===== config.mk =====
export PLATFORM = sky130hd
export DESIGN_NAME = radiant_aux_ctrl_flat
export DESIGN_NICKNAME = d
export VERILOG_FILES = /design/src/rtl/radiant_aux_ctrl_if.sv /design/src/rtl/radiant_aux_ctrl.sv /design/src/flat_wrapper.sv
export SDC_FILE = /design/constraint.sdc
export NUM_CORES = 1
export LEC_CHECK = 0
export ABC_AREA = 1
export ABC_CLOCK_PERIOD_IN_PS = 1650
export CAP_MARGIN = 5
export CORE_MARGIN = 10
export CORE_UTILIZATION = 30
export CTS_CLUSTER_SIZE = 16
export DETAILED_ROUTE_END_ITERATION = 10
export GPL_TIMING_DRIVEN = 0
export PLACE_DENSITY = 0.53
export SKIP_CTS_REPAIR_TIMING = 1
export SYNTH_ARGS = -nofsm -noshare
export SYNTH_HDL_FRONTEND = slang
export SYNTH_SLANG_ARGS = --single-unit

===== constraint.sdc =====
create_clock -name CTRL_CLK -period 1.65 [get_ports CTRL_CLK]
set_clock_uncertainty 0.1 [all_clocks]
set_input_delay 0.165 -clock CTRL_CLK [delete_from_list [all_inputs] [get_ports CTRL_CLK]]
set_output_delay 0.165 -clock CTRL_CLK [all_outputs]
set_load 0.01 [all_outputs]

===== src/rtl/radiant_aux_ctrl_if.sv =====
// Control-frame and monitor signal bundle for radiant_aux_ctrl.
// master drives the serial line and monitor inputs; slave is the controller.
interface radiant_aux_ctrl_if #(
  parameter int NCHAN = 12,
  parameter int SEL_W = 4
);
  logic             CTRL_DATA;
  logic [NCHAN-1:0] MONTIMING;
  logic             MON_OUT;
  logic [SEL_W-1:0] SEL;
  logic [2:0]       ASEL;
  logic             BIST;
  logic             SCAN;
  logic             FRAME_OK;
  logic             FRAME_ERR;
  logic [3:0]       LED;

  modport master (
    output CTRL_DATA, MONTIMING,
    input  MON_OUT, SEL, ASEL, BIST, SCAN, FRAME_OK, FRAME_ERR, LED
  );

  modport slave (
    input  CTRL_DATA, MONTIMING,
    output MON_OUT, SEL, ASEL, BIST, SCAN, FRAME_OK, FRAME_ERR, LED
  );
endinterface


===== src/rtl/radiant_aux_ctrl.sv =====
// Framed serial control receiver and monitor/BIST select controller with auto-scan.
// Optional parity bit enabled by defining CTRL_PARITY_EN.
module radiant_aux_ctrl #(
  parameter int               NCHAN     = 12,
  parameter int               SEL_W     = 4,
  parameter logic [NCHAN-1:0] MT_INVERT = 12'b010011100001,
  parameter int               DWELL     = 1024,
  parameter int               DWELL_W   = 16
) (
  input  logic               CTRL_CLK,
  input  logic               CTRL_RST,
  radiant_aux_ctrl_if.slave  bus
);

  localparam int P     = SEL_W + 4;
  localparam int CNT_W = $clog2(P);

  localparam logic [1:0] S_IDLE   = 2'd0;
  localparam logic [1:0] S_SHIFT  = 2'd1;
`ifdef CTRL_PARITY_EN
  localparam logic [1:0] S_PARITY = 2'd2;
`endif
  localparam logic [1:0] S_STOP   = 2'd3;

  localparam logic [CNT_W-1:0]   LAST_BIT   = CNT_W'(P - 1);
  localparam logic [SEL_W-1:0]   NCHAN_S    = SEL_W'(NCHAN);
  localparam logic [SEL_W-1:0]   LAST_CHAN  = SEL_W'(NCHAN - 1);
  localparam logic [DWELL_W-1:0] DWELL_LAST = DWELL_W'(DWELL - 1);

  logic [1:0]         state;
  logic [CNT_W-1:0]   bit_cnt;
  logic [P-1:0]       shreg;
  logic [SEL_W-1:0]   sel_q;
  logic [2:0]         asel_q;
  logic               bist_q;
  logic               scan_q;
  logic               ok_q;
  logic               err_q;
  logic [DWELL_W-1:0] dwell_cnt;

  logic [SEL_W-1:0]   f_sel;
  logic [2:0]         f_asel;
  logic               f_bist;
  logic               f_scan;
  logic               range_ok;
  logic               frame_good;
  logic               accept;
  logic               reject;

  assign f_sel    = shreg[SEL_W-1:0];
  assign f_asel   = shreg[SEL_W+2:SEL_W];
  assign f_bist   = shreg[SEL_W+3];
  assign f_scan   = (f_sel == '1);
  assign range_ok = (f_sel < NCHAN_S) || f_scan;

`ifdef CTRL_PARITY_EN
  logic par_ok;
  assign frame_good = ~bus.CTRL_DATA & par_ok & range_ok;
`else
  assign frame_good = ~bus.CTRL_DATA & range_ok;
`endif

  assign accept = (state == S_STOP) &&  frame_good;
  assign reject = (state == S_STOP) && !frame_good;

  // Frame receiver: the payload is only latched into the outputs at the stop edge.
  always_ff @(posedge CTRL_CLK or posedge CTRL_RST) begin
    if (CTRL_RST) begin
      state   <= S_IDLE;
      bit_cnt <= '0;
      shreg   <= '0;
`ifdef CTRL_PARITY_EN
      par_ok  <= 1'b0;
`endif
    end else begin
      case (state)
        S_IDLE: begin
          if (bus.CTRL_DATA) begin
            state   <= S_SHIFT;
            bit_cnt <= '0;
          end
        end
        S_SHIFT: begin
          shreg <= {bus.CTRL_DATA, shreg[P-1:1]};
          if (bit_cnt == LAST_BIT) begin
`ifdef CTRL_PARITY_EN
            state <= S_PARITY;
`else
            state <= S_STOP;
`endif
          end else begin
            bit_cnt <= bit_cnt + 1'b1;
          end
        end
`ifdef CTRL_PARITY_EN
        S_PARITY: begin
          par_ok <= ^{bus.CTRL_DATA, shreg};
          state  <= S_STOP;
        end
`endif
        default: state <= S_IDLE;
      endcase
    end
  end

  // Select/scan state: an accepted frame always wins over a scan step on the same edge.
  always_ff @(posedge CTRL_CLK or posedge CTRL_RST) begin
    if (CTRL_RST) begin
      sel_q     <= '0;
      asel_q    <= 3'b100;
      bist_q    <= 1'b0;
      scan_q    <= 1'b0;
      ok_q      <= 1'b0;
      err_q     <= 1'b0;
      dwell_cnt <= '0;
    end else begin
      ok_q <= accept;
      if (accept) begin
        asel_q <= f_asel;
        bist_q <= f_bist;
        err_q  <= 1'b0;
        scan_q <= f_scan;
        if (f_scan) begin
          sel_q     <= '0;
          dwell_cnt <= '0;
        end else begin
          sel_q <= f_sel;
        end
      end else begin
        if (reject) err_q <= 1'b1;
        if (scan_q) begin
          if (dwell_cnt == DWELL_LAST) begin
            dwell_cnt <= '0;
            sel_q     <= (sel_q == LAST_CHAN) ? '0 : sel_q + 1'b1;
          end else begin
            dwell_cnt <= dwell_cnt + 1'b1;
          end
        end
      end
    end
  end

  logic [SEL_W+3:0] sel_ext;
  assign sel_ext = {4'b0000, sel_q};

  assign bus.SEL       = sel_q;
  assign bus.ASEL      = asel_q;
  assign bus.BIST      = bist_q;
  assign bus.SCAN      = scan_q;
  assign bus.FRAME_OK  = ok_q;
  assign bus.FRAME_ERR = err_q;
  assign bus.LED       = bist_q ? {1'b1, asel_q} : sel_ext[3:0];
  assign bus.MON_OUT   = bus.MONTIMING[sel_q] ^ MT_INVERT[sel_q];

endmodule


===== src/flat_wrapper.sv =====
// flat-port wrapper written by rule: the top's interface ports become plain ports
module radiant_aux_ctrl_flat 
#(
  parameter int               NCHAN     = 12,
  parameter int               SEL_W     = 4,
  parameter logic [NCHAN-1:0] MT_INVERT = 12'b010011100001,
  parameter int               DWELL     = 1024,
  parameter int               DWELL_W   = 16
)
  (CTRL_CLK, CTRL_RST, bus_CTRL_DATA, bus_MONTIMING, bus_MON_OUT, bus_SEL, bus_ASEL, bus_BIST, bus_SCAN, bus_FRAME_OK, bus_FRAME_ERR, bus_LED);
  radiant_aux_ctrl_if #(.NCHAN(NCHAN), .SEL_W(SEL_W)) bus_i ();
  input  logic CTRL_CLK;
  input  logic CTRL_RST;
  input wire logic [$bits(bus_i.CTRL_DATA)-1:0] bus_CTRL_DATA;
  input wire logic [$bits(bus_i.MONTIMING)-1:0] bus_MONTIMING;
  output wire logic [$bits(bus_i.MON_OUT)-1:0] bus_MON_OUT;
  output wire logic [$bits(bus_i.SEL)-1:0] bus_SEL;
  output wire logic [$bits(bus_i.ASEL)-1:0] bus_ASEL;
  output wire logic [$bits(bus_i.BIST)-1:0] bus_BIST;
  output wire logic [$bits(bus_i.SCAN)-1:0] bus_SCAN;
  output wire logic [$bits(bus_i.FRAME_OK)-1:0] bus_FRAME_OK;
  output wire logic [$bits(bus_i.FRAME_ERR)-1:0] bus_FRAME_ERR;
  output wire logic [$bits(bus_i.LED)-1:0] bus_LED;
  assign bus_i.CTRL_DATA = bus_CTRL_DATA;
  assign bus_i.MONTIMING = bus_MONTIMING;
  assign bus_MON_OUT = bus_i.MON_OUT;
  assign bus_SEL = bus_i.SEL;
  assign bus_ASEL = bus_i.ASEL;
  assign bus_BIST = bus_i.BIST;
  assign bus_SCAN = bus_i.SCAN;
  assign bus_FRAME_OK = bus_i.FRAME_OK;
  assign bus_FRAME_ERR = bus_i.FRAME_ERR;
  assign bus_LED = bus_i.LED;
  radiant_aux_ctrl #(.NCHAN(NCHAN), .SEL_W(SEL_W), .MT_INVERT(MT_INVERT), .DWELL(DWELL), .DWELL_W(DWELL_W)) u_core (.CTRL_CLK(CTRL_CLK), .CTRL_RST(CTRL_RST), .bus(bus_i));
endmodule

# Word level (Yosys, flattened, before mapping)
# Memory sizes are Yosys's and may differ from the RTL's.
# Cells that the tools add are included.
[word_totals] elab_cells=63 regBits=40 romBits=16 output_inout_bits=16 in_bits=15 n_memories=1
[memory_table] name="(no name shown)" depth=16 width=1 read_ports=1 rd_ports_with_merged_regs=0 write_ports=0 line="radiant_aux_ctrl.sv:153" text="assign bus.MON_OUT = bus.MONTIMING[sel_q] ^ MT_INVERT[sel_q];"
[op_classes] n_eq_ne=10 bitwise_logic=3 n_lt_le_gt_ge=2 addsub=3 mux=21 n_reduce_logical=13
[op_table] operator="16-bit 2-to-1 mux" n=4
[op_table] operator="4-bit 2-to-1 mux" n=6
[op_table] operator="16-bit by 1-bit adder with 16-bit output (second input constant)" n=1
[op_table] operator="16-bit by 10-bit equality test with 1-bit output (second input constant)" n=1
[op_table] operator="4-bit equality test (second input constant)" n=2
[op_table] operator="2-bit nonzero test" n=4
[op_table] operator="3-bit 2-to-1 mux" n=2
[op_table] operator="3-bit case mux with 2 select lines" n=1
[op_table] operator="2-bit AND reduction" n=3
[op_table] operator="4-bit by 5-bit < comparator with 1-bit output (second input constant)" n=1
[op_table] operator="4-bit by 1-bit adder with 4-bit output (second input constant)" n=1
[op_table] operator="1-bit binary-select mux with 4-bit select" n=1
[op_table] operator="4-bit < comparator (second input constant)" n=1
[op_table] operator="1-bit 2-to-1 mux" n=4
[op_table] operator="2-bit 2-to-1 mux" n=2
[op_table] operator="2-bit by 1-bit != test with 1-bit output (second input constant)" n=2
[op_table] operator="2-bit != test (second input constant)" n=2
[op_table] operator="2-bit case mux with 2 select lines" n=1
[op_table] operator="3-bit by 1-bit adder with 3-bit output (second input constant)" n=1
[op_table] operator="3-bit equality test (second input constant)" n=1
[op_table] operator="3-bit AND reduction" n=1
[op_table] operator="2-bit by 1-bit equality test with 1-bit output (second input constant)" n=1
[op_table] operator="2-bit equality test (second input constant)" n=1
[op_table] operator="1-bit logical AND" n=2
[op_table] operator="6 further kinds" n=6

# Depth between registers and ports, before layout
[depth] ltp_word=7 ltp_mapped=11

# Worst setup path after synthesis
# OpenSTA, ideal clock, no wires.
[synth_timing] path_kind="register to output" start="register u_core.sel_q[0] (netlist: u_core.bus.SEL[0])" end="output port bus_MON_OUT" arrival_time_ns=1.295 required_ns=1.385 slack_ns=0.090 stages_incl_launch_ff=8 cell_sequence="dfrtp_1 clkinv_1 ha_1 xor2_1 nand2_1 nand2_1 nand4_1 nand2_1"
[synth_via] elab_chain_len=3 word_cells_on_any_way=5
[synth_rtl] element="start, declared" line="radiant_aux_ctrl.sv:33" text="logic [SEL_W-1:0] sel_q;"
[synth_rtl] element="start signal, assigned" line="radiant_aux_ctrl.sv:127" text="sel_q <= f_sel;"
[synth_rtl] element="start signal, assigned" line="radiant_aux_ctrl.sv:134" text="sel_q <= (sel_q == LAST_CHAN) ? '0 : sel_q + 1'b1;"
[synth_rtl] element="memory 16 x 1 bit or 1-bit binary-select mux with 4-bit select (tied branches)"
[synth_rtl] element="1-bit 2-to-1 mux (implied by the code)" line="radiant_aux_ctrl.sv:153"
[synth_rtl] element="1-bit bitwise XOR (*)" line="radiant_aux_ctrl.sv:153"
[synth_rtl] element="end, declared" line="flat_wrapper.sv:16" text="output wire logic [$bits(bus_i.MON_OUT)-1:0] bus_MON_OUT;"
# Mark *: on every way between the ends. The rest lies on a longest branch, timed or not. The select of a mux whose other input is x is not followed.

# Worst setup path after layout
[layout_timing] start="register u_core.sel_q[1] (netlist: u_core.bus.SEL[1])" end="output port bus_MON_OUT"
# Same word-level chain as after synthesis.

==> flow_metrics.env <==
export IMPL_synthArstFlopShare_pct=100
export IMPL_pin_count=31
export IMPL_ys_ff_latch=40
export IMPL_start_util_pct=30.7
export IMPL_post_route_min_period_ns=1.88
export IMPL_vias_per_cell=4.47
export IMPL_path_clk_slew_ns=0.09
export IMPL_grt_start_max_net_pins=32
export IMPL_drt_iter0_drc=82
export IMPL_clk_path_buf_depth=2
export IMPL_setup_viol=1
export IMPL_dp_hpwl_um=4310
export IMPL_r2r_start="u_core.dwell_cnt[0]"
export IMPL_maxCapViolations=0
export IMPL_synth_common_cells="nand2_1, inv_1, dfrtp_1"
export IMPL_crit_type="reg -> out"
export IMPL_worst_path_buf_inv=2
export IMPL_synth_top_area_share_pct=41.2
export IMPL_crit_start="u_core.bus.SEL[1]"
export IMPL_ant_nets=0
export IMPL_period_share_pct=114
export IMPL_power_mw=3.69
export IMPL_clkLatencyLatePin_ns=0.29
export IMPL_synth_top_cell_by_area="dfrtp_1"
export IMPL_antenna_cells=0
export IMPL_ff2ff_setup_slack_ns=0.04
export IMPL_portBuffers=30
export IMPL_setup_ws_ns=-0.235
export IMPL_syn_avg_cell_area_um2=7.10
export IMPL_num_vias=2174
export IMPL_globalRouteOverflowTotal=0
export IMPL_critical_path_top_delay_family="flip-flops"
export IMPL_tightest_slew_ns=0.461
export IMPL_cp_depth=8
export IMPL_die_w_um=109
export IMPL_synth_edff_count=0
export IMPL_leakage_nw=1.71
export IMPL_core_rowCount=32
export IMPL_drive_gt1_share_pct=15.4
export IMPL_status="complete, but fails checks"
export IMPL_post_route_drc_count=0
export IMPL_violations="negative setup slack"
export IMPL_dpl_worst_slack_ns=-0.548
export IMPL_fmax_mhz=531
export IMPL_synthCells=334
export IMPL_finalWirelength_um=5840
export IMPL_synth_most_common_cell="nand2_1"
export IMPL_mappedNetlistArea_um2=2370
export IMPL_yosys_top_cells_area="dfrtp_1, nand2_1, inv_1, o21ai_0, nor2_1"
export IMPL_ys_warnings_count=0
export IMPL_r2r_end="u_core.bus.SEL[2]"
export IMPL_syn_to_final_growth_pct=30.6
export IMPL_grt_pass1_wl_um=9620
export IMPL_htreeDepth=2
export IMPL_crit_slowest_cell="dfrtp_2"
export IMPL_rsz0062_at_grt="yes"
export IMPL_cts_tree="done"
export IMPL_hold_viol=0
export IMPL_cp_start_kind="flip-flop"
export IMPL_die_y_um=109
export IMPL_core_area_um2=7730
export IMPL_syn_nets=355
export IMPL_reg2regPathDepth=9
export IMPL_cts_sinks=40
export IMPL_dieArea_um2=11900
export IMPL_cpMostUsedCell="nand2_1"
export IMPL_worstPathRequired_ns=1.38
export IMPL_detail_route_first_pass_iterations=4
export IMPL_yosysUniqueCellTypes=30
export IMPL_place_congestion=0.812
export IMPL_groute_usage_overall_pct=9.90
export IMPL_hold_class="in -> async"
export IMPL_cts_buffers=5
export IMPL_vdd_drop_max_mv=0.701
export IMPL_seq_area_frac_synth_pct=42.3
export IMPL_ys_flop_type="dfrtp_1"
export IMPL_placed_cell_area_um2=2820
export IMPL_final_area_um2=3100
export IMPL_layout_nets=404
export IMPL_wire_per_inst_um=12.0
export IMPL_antenna_found_initial=0
export IMPL_grt_pass1_vias=2081
export IMPL_cp_data_arrival_time_ns=1.62
export IMPL_critPathCapture="bus_MON_OUT"
export IMPL_slew_headroom_pct=69.2
export IMPL_powerDensity_nw_per_um2=1190
export IMPL_crit_path_max_fanout=7
export IMPL_end_kind="primary output"
export IMPL_root_buffer="clkbuf_8"
export IMPL_critPathMaxStageDelay_ns=0.48
export IMPL_slew_violations=0
export IMPL_crit_chain="inv_4 > ha_1 > xor2_1 > nand2_1 > nand2_1 > nand4_1 > nand2_1 > clkbuf_2"
[cells by family after synthesis]
family          Yosys count  share of synthesized area, %
simple gates            195                          36.1
buf+inv                  54                          9.18
flops                    40                          42.3
compound gates           34                          7.44
fa+ha+maj                 6                          3.17
xor+xnor                  5                          1.85
[sequential cells by signal, indices dropped and copies added (netlist names)]
register,flops
u_core.shreg,8
u_core.bus.FRAME_ERR,1
u_core.bus.ASEL,3
u_core.bus.SEL,4
u_core.bus.BIST,1
u_core.dwell_cnt,16
u_core.bit_cnt,3
u_core.bus.SCAN,1
u_core.state,2
u_core.bus.FRAME_OK,1
[per-layer routing]
layer | wire length, um | GRT usage (%) | vias up | part of all wire (%)
li1 | - | - | 1141 | -
met4 | 77 | 3.39 | 0 | 1.3
met1 | 2830 | 12.5 | 998 | 48
met5 | 0 | 0 | - | 0
met3 | 189 | 2.36 | 6 | 3.2
met2 | 2740 | 16.2 | 29 | 47
[power by group]
group          total [mW]  internal [mW]  switching [mW]
clock               0.859          0.495           0.364
combinational        1.36          0.587           0.776
sequential           1.47           1.26           0.206
[stage by stage]
step                      hold WS, ns  utilization [%]  instances  setup TNS [ns]
final                         0.00700             40.1        486          -0.235
after global routing           0.0149             40.1        486          -0.559
after CTS                      0.0122             38.1        475           -2.96
after detailed placement        0.337             36.5        467           -1.79
after global placement          0.364             36.2        466          -22.80
after floorplan                 0.186                -        334               0
[layout make-up]
cell class | count | area (um^2)
clock inverters | 2 | 38.8
flip-flops and latches | 40 | 1010
clock buffers | 6 | 82.6
well taps | 102 | 128
repair buffers | 42 | 414
fillers | 801 | 4630
multi-input cells | 240 | 1200
plain buffers | 7 | 48.8
inverters | 47 | 183
[worst min-delay path by stage]
stage	startpoint	endpoint	slack, ns	depth (start not counted)
floorplan	bus_CTRL_DATA	u_core.shreg[7]	0.19	2
global placement	u_core.bit_cnt[1]	u_core.bit_cnt[1]	0.36	2
detailed placement	CTRL_RST	u_core.bus.FRAME_OK	0.34	2
CTS	CTRL_RST	u_core.bus.FRAME_OK	0.01	2
global route	CTRL_RST	u_core.bus.FRAME_OK	0.01	2
finish	CTRL_RST	u_core.bus.FRAME_OK	0.007	2
[layout by cell type, fill, tap and decap left out, types with 2 or more instances in the layout]
| cell | count |
|---|---|
| clkbuf_8 | 6 |
| buf_2 | 2 |
| nand3_2 | 2 |
| nand3_1 | 21 |
| xnor2_1 | 2 |
| dfrtp_2 | 3 |
| buf_4 | 11 |
| clkbuf_2 | 3 |
| clkdlybuf4s50_1 | 21 |
| a21oi_1 | 2 |
| nor2_4 | 2 |
| buf_6 | 3 |
| nand4_1 | 11 |
| nand2_2 | 5 |
| o21ai_0 | 28 |
| inv_2 | 2 |
| xor2_1 | 3 |
| ha_1 | 5 |
| nor2_1 | 29 |
| dfrtp_1 | 36 |
| nand2_1 | 111 |
| inv_1 | 42 |
| nor2_2 | 4 |
| dlymetal6s2s_1 | 7 |
| nand2_4 | 6 |
Note: power is estimated with default switching activity, not from simulation.
